===== config.mk =====
export PLATFORM = sky130hd
export DESIGN_NAME = seg7_scan
export DESIGN_NICKNAME = d
export VERILOG_FILES = /design/src/rtl/seg7_scan.sv
export SDC_FILE = /design/constraint.sdc
export NUM_CORES = 1
export LEC_CHECK = 0
export BUFFER_PORTS_ARGS = -buffer_cell sky130_fd_sc_hd__buf_2
export CORE_MARGIN = 4
export CORE_UTILIZATION = 30
export DETAILED_ROUTE_END_ITERATION = 16
export GPL_TIMING_DRIVEN = 0
export MAX_ROUTING_LAYER = met4
export PLACE_DENSITY = 0.46
export SLEW_MARGIN = 20
export SYNTH_ARGS = -nofsm -noshare
export SYNTH_HDL_FRONTEND = slang
export SYNTH_SLANG_ARGS = --single-unit

===== constraint.sdc =====
create_clock -name clk -period 2.54 [get_ports clk]
set_input_delay 0.381 -clock clk [delete_from_list [all_inputs] [get_ports clk]]
set_output_delay 0.381 -clock clk [all_outputs]
set_load 0.05 [all_outputs]

===== src/rtl/seg7_scan.sv =====
// Multiplexed 4-digit common-anode 7-segment scanner with per-frame shadow latching,
// anti-ghosting blank interval, leading-zero suppression and selectable output polarity.
module seg7_scan #(
  parameter int unsigned DIG_PERIOD  = 50000,
  parameter int unsigned BLANK       = 64,
  parameter int unsigned LZ_SUPPRESS = 1,
  parameter int unsigned ACTIVE_LOW  = 1
) (
  input  logic       clk,
  input  logic       rst,
  input  logic [3:0] d3,
  input  logic [3:0] d2,
  input  logic [3:0] d1,
  input  logic [3:0] d0,
  input  logic       dp_en,
  output logic [3:0] an,
  output logic [6:0] seg,
  output logic       dp,
  output logic       frame_tick
);

  localparam int unsigned      CNT_W    = $clog2(DIG_PERIOD);
  localparam logic [CNT_W-1:0] CNT_LAST = CNT_W'(DIG_PERIOD - 1);
  localparam logic             INV      = (ACTIVE_LOW != 0);
  localparam logic             LZ       = (LZ_SUPPRESS != 0);

  logic [CNT_W-1:0] cnt;
  logic [1:0]       idx;
  logic [3:0][3:0]  sh;
  logic             sh_dp;

  logic             last;
  logic             in_blank;
  logic             lz_hit;
  logic [3:0]       digit;
  logic [6:0]       seg_dec;
  logic [3:0]       an_h;
  logic [6:0]       seg_h;
  logic             dp_h;

  // Active-high view of the next output word, derived from the current slot and shadow digits
  always_comb begin
    last     = (cnt == CNT_LAST);
    in_blank = (32'(cnt) < BLANK);
    digit    = sh[idx];
    lz_hit   = LZ && (idx == 2'd2) && (sh[2] == 4'd0) &&
               ((sh[3] == 4'd12) || (sh[3] == 4'd13) || (sh[3] == 4'd15));
    an_h     = 4'h0;
    seg_h    = 7'h00;
    dp_h     = 1'b0;

    case (digit)
      4'd0:    seg_dec = 7'h3F;
      4'd1:    seg_dec = 7'h06;
      4'd2:    seg_dec = 7'h5B;
      4'd3:    seg_dec = 7'h4F;
      4'd4:    seg_dec = 7'h66;
      4'd5:    seg_dec = 7'h6D;
      4'd6:    seg_dec = 7'h7D;
      4'd7:    seg_dec = 7'h07;
      4'd8:    seg_dec = 7'h7F;
      4'd9:    seg_dec = 7'h6F;
      4'd10:   seg_dec = 7'h77;
      4'd11:   seg_dec = 7'h7C;
      4'd13:   seg_dec = 7'h40;
      4'd14:   seg_dec = 7'h79;
      default: seg_dec = 7'h00;
    endcase

    if (!in_blank) begin
      an_h  = 4'b0001 << idx;
      seg_h = lz_hit ? 7'h00 : seg_dec;
      dp_h  = (idx == 2'd1) && sh_dp && (sh[0] != 4'hF);
    end
  end

  // Slot counter, digit index, frame shadow and registered polarity-adjusted outputs
  always_ff @(posedge clk or negedge rst) begin
    if (!rst) begin
      cnt        <= '0;
      idx        <= 2'd3;
      sh         <= {4{4'hF}};
      sh_dp      <= 1'b0;
      frame_tick <= 1'b0;
      an         <= {4{INV}};
      seg        <= {7{INV}};
      dp         <= INV;
    end else begin
      cnt        <= last ? '0 : cnt + CNT_W'(1);
      frame_tick <= last && (idx == 2'd0);
      if (last) begin
        idx <= idx - 2'd1;
        if (idx == 2'd0) begin
          sh    <= {d3, d2, d1, d0};
          sh_dp <= dp_en;
        end
      end
      an  <= an_h ^ {4{INV}};
      seg <= seg_h ^ {7{INV}};
      dp  <= dp_h ^ INV;
    end
  end

endmodule


==> impl_metrics.env <==
export IMPL_finalSetupViolCount=0
export IMPL_period_share=0.911
export IMPL_final_hold_viol_count=0
export IMPL_dr_wl_met2_microns=1940
export IMPL_max_stage_delay_ns=0.66
export IMPL_yosysUniqueCellTypes=40
export IMPL_cts_htree_levels=2
export IMPL_firstDrtPassIters=4
export IMPL_start_util=0.308
export IMPL_grt_first_pass_wirelength_microns=7690
export IMPL_track_usage=0.103
export IMPL_synth_ff_type="dfstp_2"
export IMPL_area_growth_pct=16.8
export IMPL_dp_hpwl_microns=3240
export IMPL_vias_per_cell=4.52
export IMPL_timing_critical_path_mode_cell="mux4_2"
export IMPL_critical_path_top_delay_family="multiplexers"
export IMPL_clk_pin_slew_ns=0.10
export IMPL_antenna_found_initial=0
export IMPL_r2r_start="idx[0]"
export IMPL_first_iter_violations=42
export IMPL_top_layer_used="met4"
export IMPL_yosysSeqAreaShare=0.523
export IMPL_wire_per_inst_microns=13.9
export IMPL_critPathSlowestCell="dfstp_2"
export IMPL_cts_tree="built"
export IMPL_synthArstFlopShare=1.00
export IMPL_final_antenna_net_count=0
export IMPL_synth_seq_cells=48
export IMPL_critPathArrivalTime_ns=2.57
export IMPL_drc=0
export IMPL_worst_setup_path_end_kind="flop"
export IMPL_ir_worst_vdd_uv=364
export IMPL_netlist_top_cells_count="dfstp_2, dfrtp_1, nand2_1, nor2_1, ha_1"
export IMPL_io_buffers=31
export IMPL_overflow=0
export IMPL_syn_num_nets=216
export IMPL_rsz0062_at_grt="false"
export IMPL_postPlaceCellArea_sq_um=2650
export IMPL_max_freq_mhz=432
export IMPL_tightest_slew_ns=0.723
export IMPL_crit_chain="mux4_2 > inv_1 > ha_1 > mux4_2 > nand2_1"
export IMPL_p_leak_nw=1.20
export IMPL_postCtsSetupRepairBufs=0
export IMPL_root_buffer="clkbuf_8"
export IMPL_regToRegEndpoint="seg[3]"
export IMPL_grt_pass1_vias=1515
export IMPL_synth_top_area_share=0.333
export IMPL_met3_length_microns=133
export IMPL_status="complete, no violations"
export IMPL_drt_met1_wl_microns=2380
export IMPL_design_area_sq_um=2770
export IMPL_synth_area_sq_um=2370
export IMPL_setup_tns_ns=0
export IMPL_fin_nets=253
export IMPL_yosysMostFrequentCell="dfstp_2"
export IMPL_cp_max_fo=7
export IMPL_cap_violations=0
export IMPL_fin_ws_ns=0.225
export IMPL_slew_violations=0
export IMPL_synth_area_per_cell_sq_um=12.7
export IMPL_slew_headroom=0.515
export IMPL_skew_ns=0.0118
export IMPL_numCtsBuffers=5
export IMPL_power_density_nw_per_um2=527
export IMPL_clk_latency_ns=0.31
export IMPL_synth_area_leaders="dfstp_2, dfrtp_1, mux2_4"
export IMPL_preCtsSetupSlack_ns=-0.0178
export IMPL_hold_path_class="primary input to async pin"
export IMPL_routed_wl_microns=4520
export IMPL_fp_dieArea_sq_um=9380
export IMPL_cp_required_ns=2.80
export IMPL_cp_start_kind="flop"
export IMPL_die_h_microns=96.8
export IMPL_synth_edf_count=0
export IMPL_r2r_cells=5
export IMPL_io_pins=32
export IMPL_crit_buf_inv=1
export IMPL_vias=1473
export IMPL_gp_congestion=0.781
export IMPL_fin_crit_ns=2.31
export IMPL_clockBufferDepth=2
export IMPL_nFillCells=809
export IMPL_synth_warnings=0
export IMPL_grt_max_degree=49
export IMPL_core_sq_um=7690
export IMPL_worstSetupPathType="flop to flop"
export IMPL_diodes=0
export IMPL_drive_gt1_frac=0.455
export IMPL_reg2reg_slack_ns=0.23
export IMPL_die_x_microns=96.8
export IMPL_synth_largest_area_cell="dfstp_2"
export IMPL_synthCells=186
export IMPL_rows=32
export IMPL_numClockSinks=48
-- cells by family (layout without fill, tap and decap cells) --
logic type               count (synthesis)  after routing  share of synthesized area
AND/OR/NAND/NOR                         59             59                      0.136
multiplexers                            25             25                      0.158
XOR/XNOR                                13             13                     0.0481
adder cells (fa/ha/maj)                 11             11                     0.0581
flip-flops                              48             48                      0.523
buffers and inverters                   15             53                     0.0338
AO/OA/AOI/OAI                           15             15                     0.0428
-- metal layers --
metal  up-vias  global-route usage
met5         -                   -
met4         0              0.0356
met3         7              0.0245
met2        24               0.144
met1       712               0.146
li1        730                   -
-- layout by cell type (no fill, tap or decap), drive strengths merged, types with 2 or more instances in the layout --
cell type and n:
inv 8, dfrtp 18, clkbuf 9, o21ai 5
or3 2, nor2 13, a21oi 2, mux2 19
and3 4, mux4 5, nand4 5, nand2b 2
nand2 14, clkinv 2, or4b 2, xor2 8
xnor2 5, o21a 2, nor3 2, nand3 7
nor4 2, buf 33, o221ai 2, ha 11
or4 3, dfstp 30
-- sequential cells by signal, indices dropped and copies added, names as in the netlist --
signal and count:
seg 7, idx 2, sh 16, dp 1, cnt 16, an 4
frame_tick 1, sh_dp 1
-- timing repair --
item | in CTS | in global routing
hold buffers | 0 | 0
resized for setup | 0 | 0
endpoints found under the setup margin | 1 | 0
-- per-stage QoR --
stage / hold slack, ns / util / total power [mW] / std cells
floorplan: 0.0854 / - / 0.856 / 186
global placement: 0.454 / 0.345 / 0.899 / 319
detailed placement: 0.456 / 0.345 / 0.899 / 319
CTS: 0.280 / 0.359 / 1.49 / 326
global route: 0.120 / 0.360 / 1.52 / 326
finish: 0.0745 / 0.360 / 1.46 / 326
-- report_power, final --
part / internal, mW / switching, mW / leakage, nW
Sequential: 0.790 / 0.0108 / 0.550
Clock: 0.297 / 0.276 / 0.0583
Combinational: 0.0424 / 0.0415 / 0.592
-- area by class of cell --
| type | instances | area [sq um] | area share |
|---|---|---|---|
| plain buffers | 6 | 46.3 | 0.0167 |
| inverters | 8 | 30.0 | 0.0109 |
| multi-input cells | 123 | 1050 | 0.379 |
| clock buffers | 5 | 68.8 | 0.0249 |
| well taps | 102 | 128 | 0.0462 |
| repair buffers | 31 | 158 | 0.0570 |
| clock inverters | 3 | 47.5 | 0.0172 |
| flip-flops and latches | 48 | 1240 | 0.448 |
-- worst max path at each step --
stage | startpoint | to | slack [ns] | cells after the start
2_1_floorplan | idx[0] | seg[3] | 0.19 | 6
3_3_place_gp | idx[0] | seg[3] | -0.02 | 6
3_5_place_dp | idx[0] | seg[3] | -0.02 | 6
4_1_cts | idx[0] | seg[3] | 0.22 | 5
5_1_grt | idx[0] | seg[3] | 0.14 | 5
6_report | idx[0] | seg[3] | 0.23 | 5
Note: power is estimated with default switching activity, not from simulation.
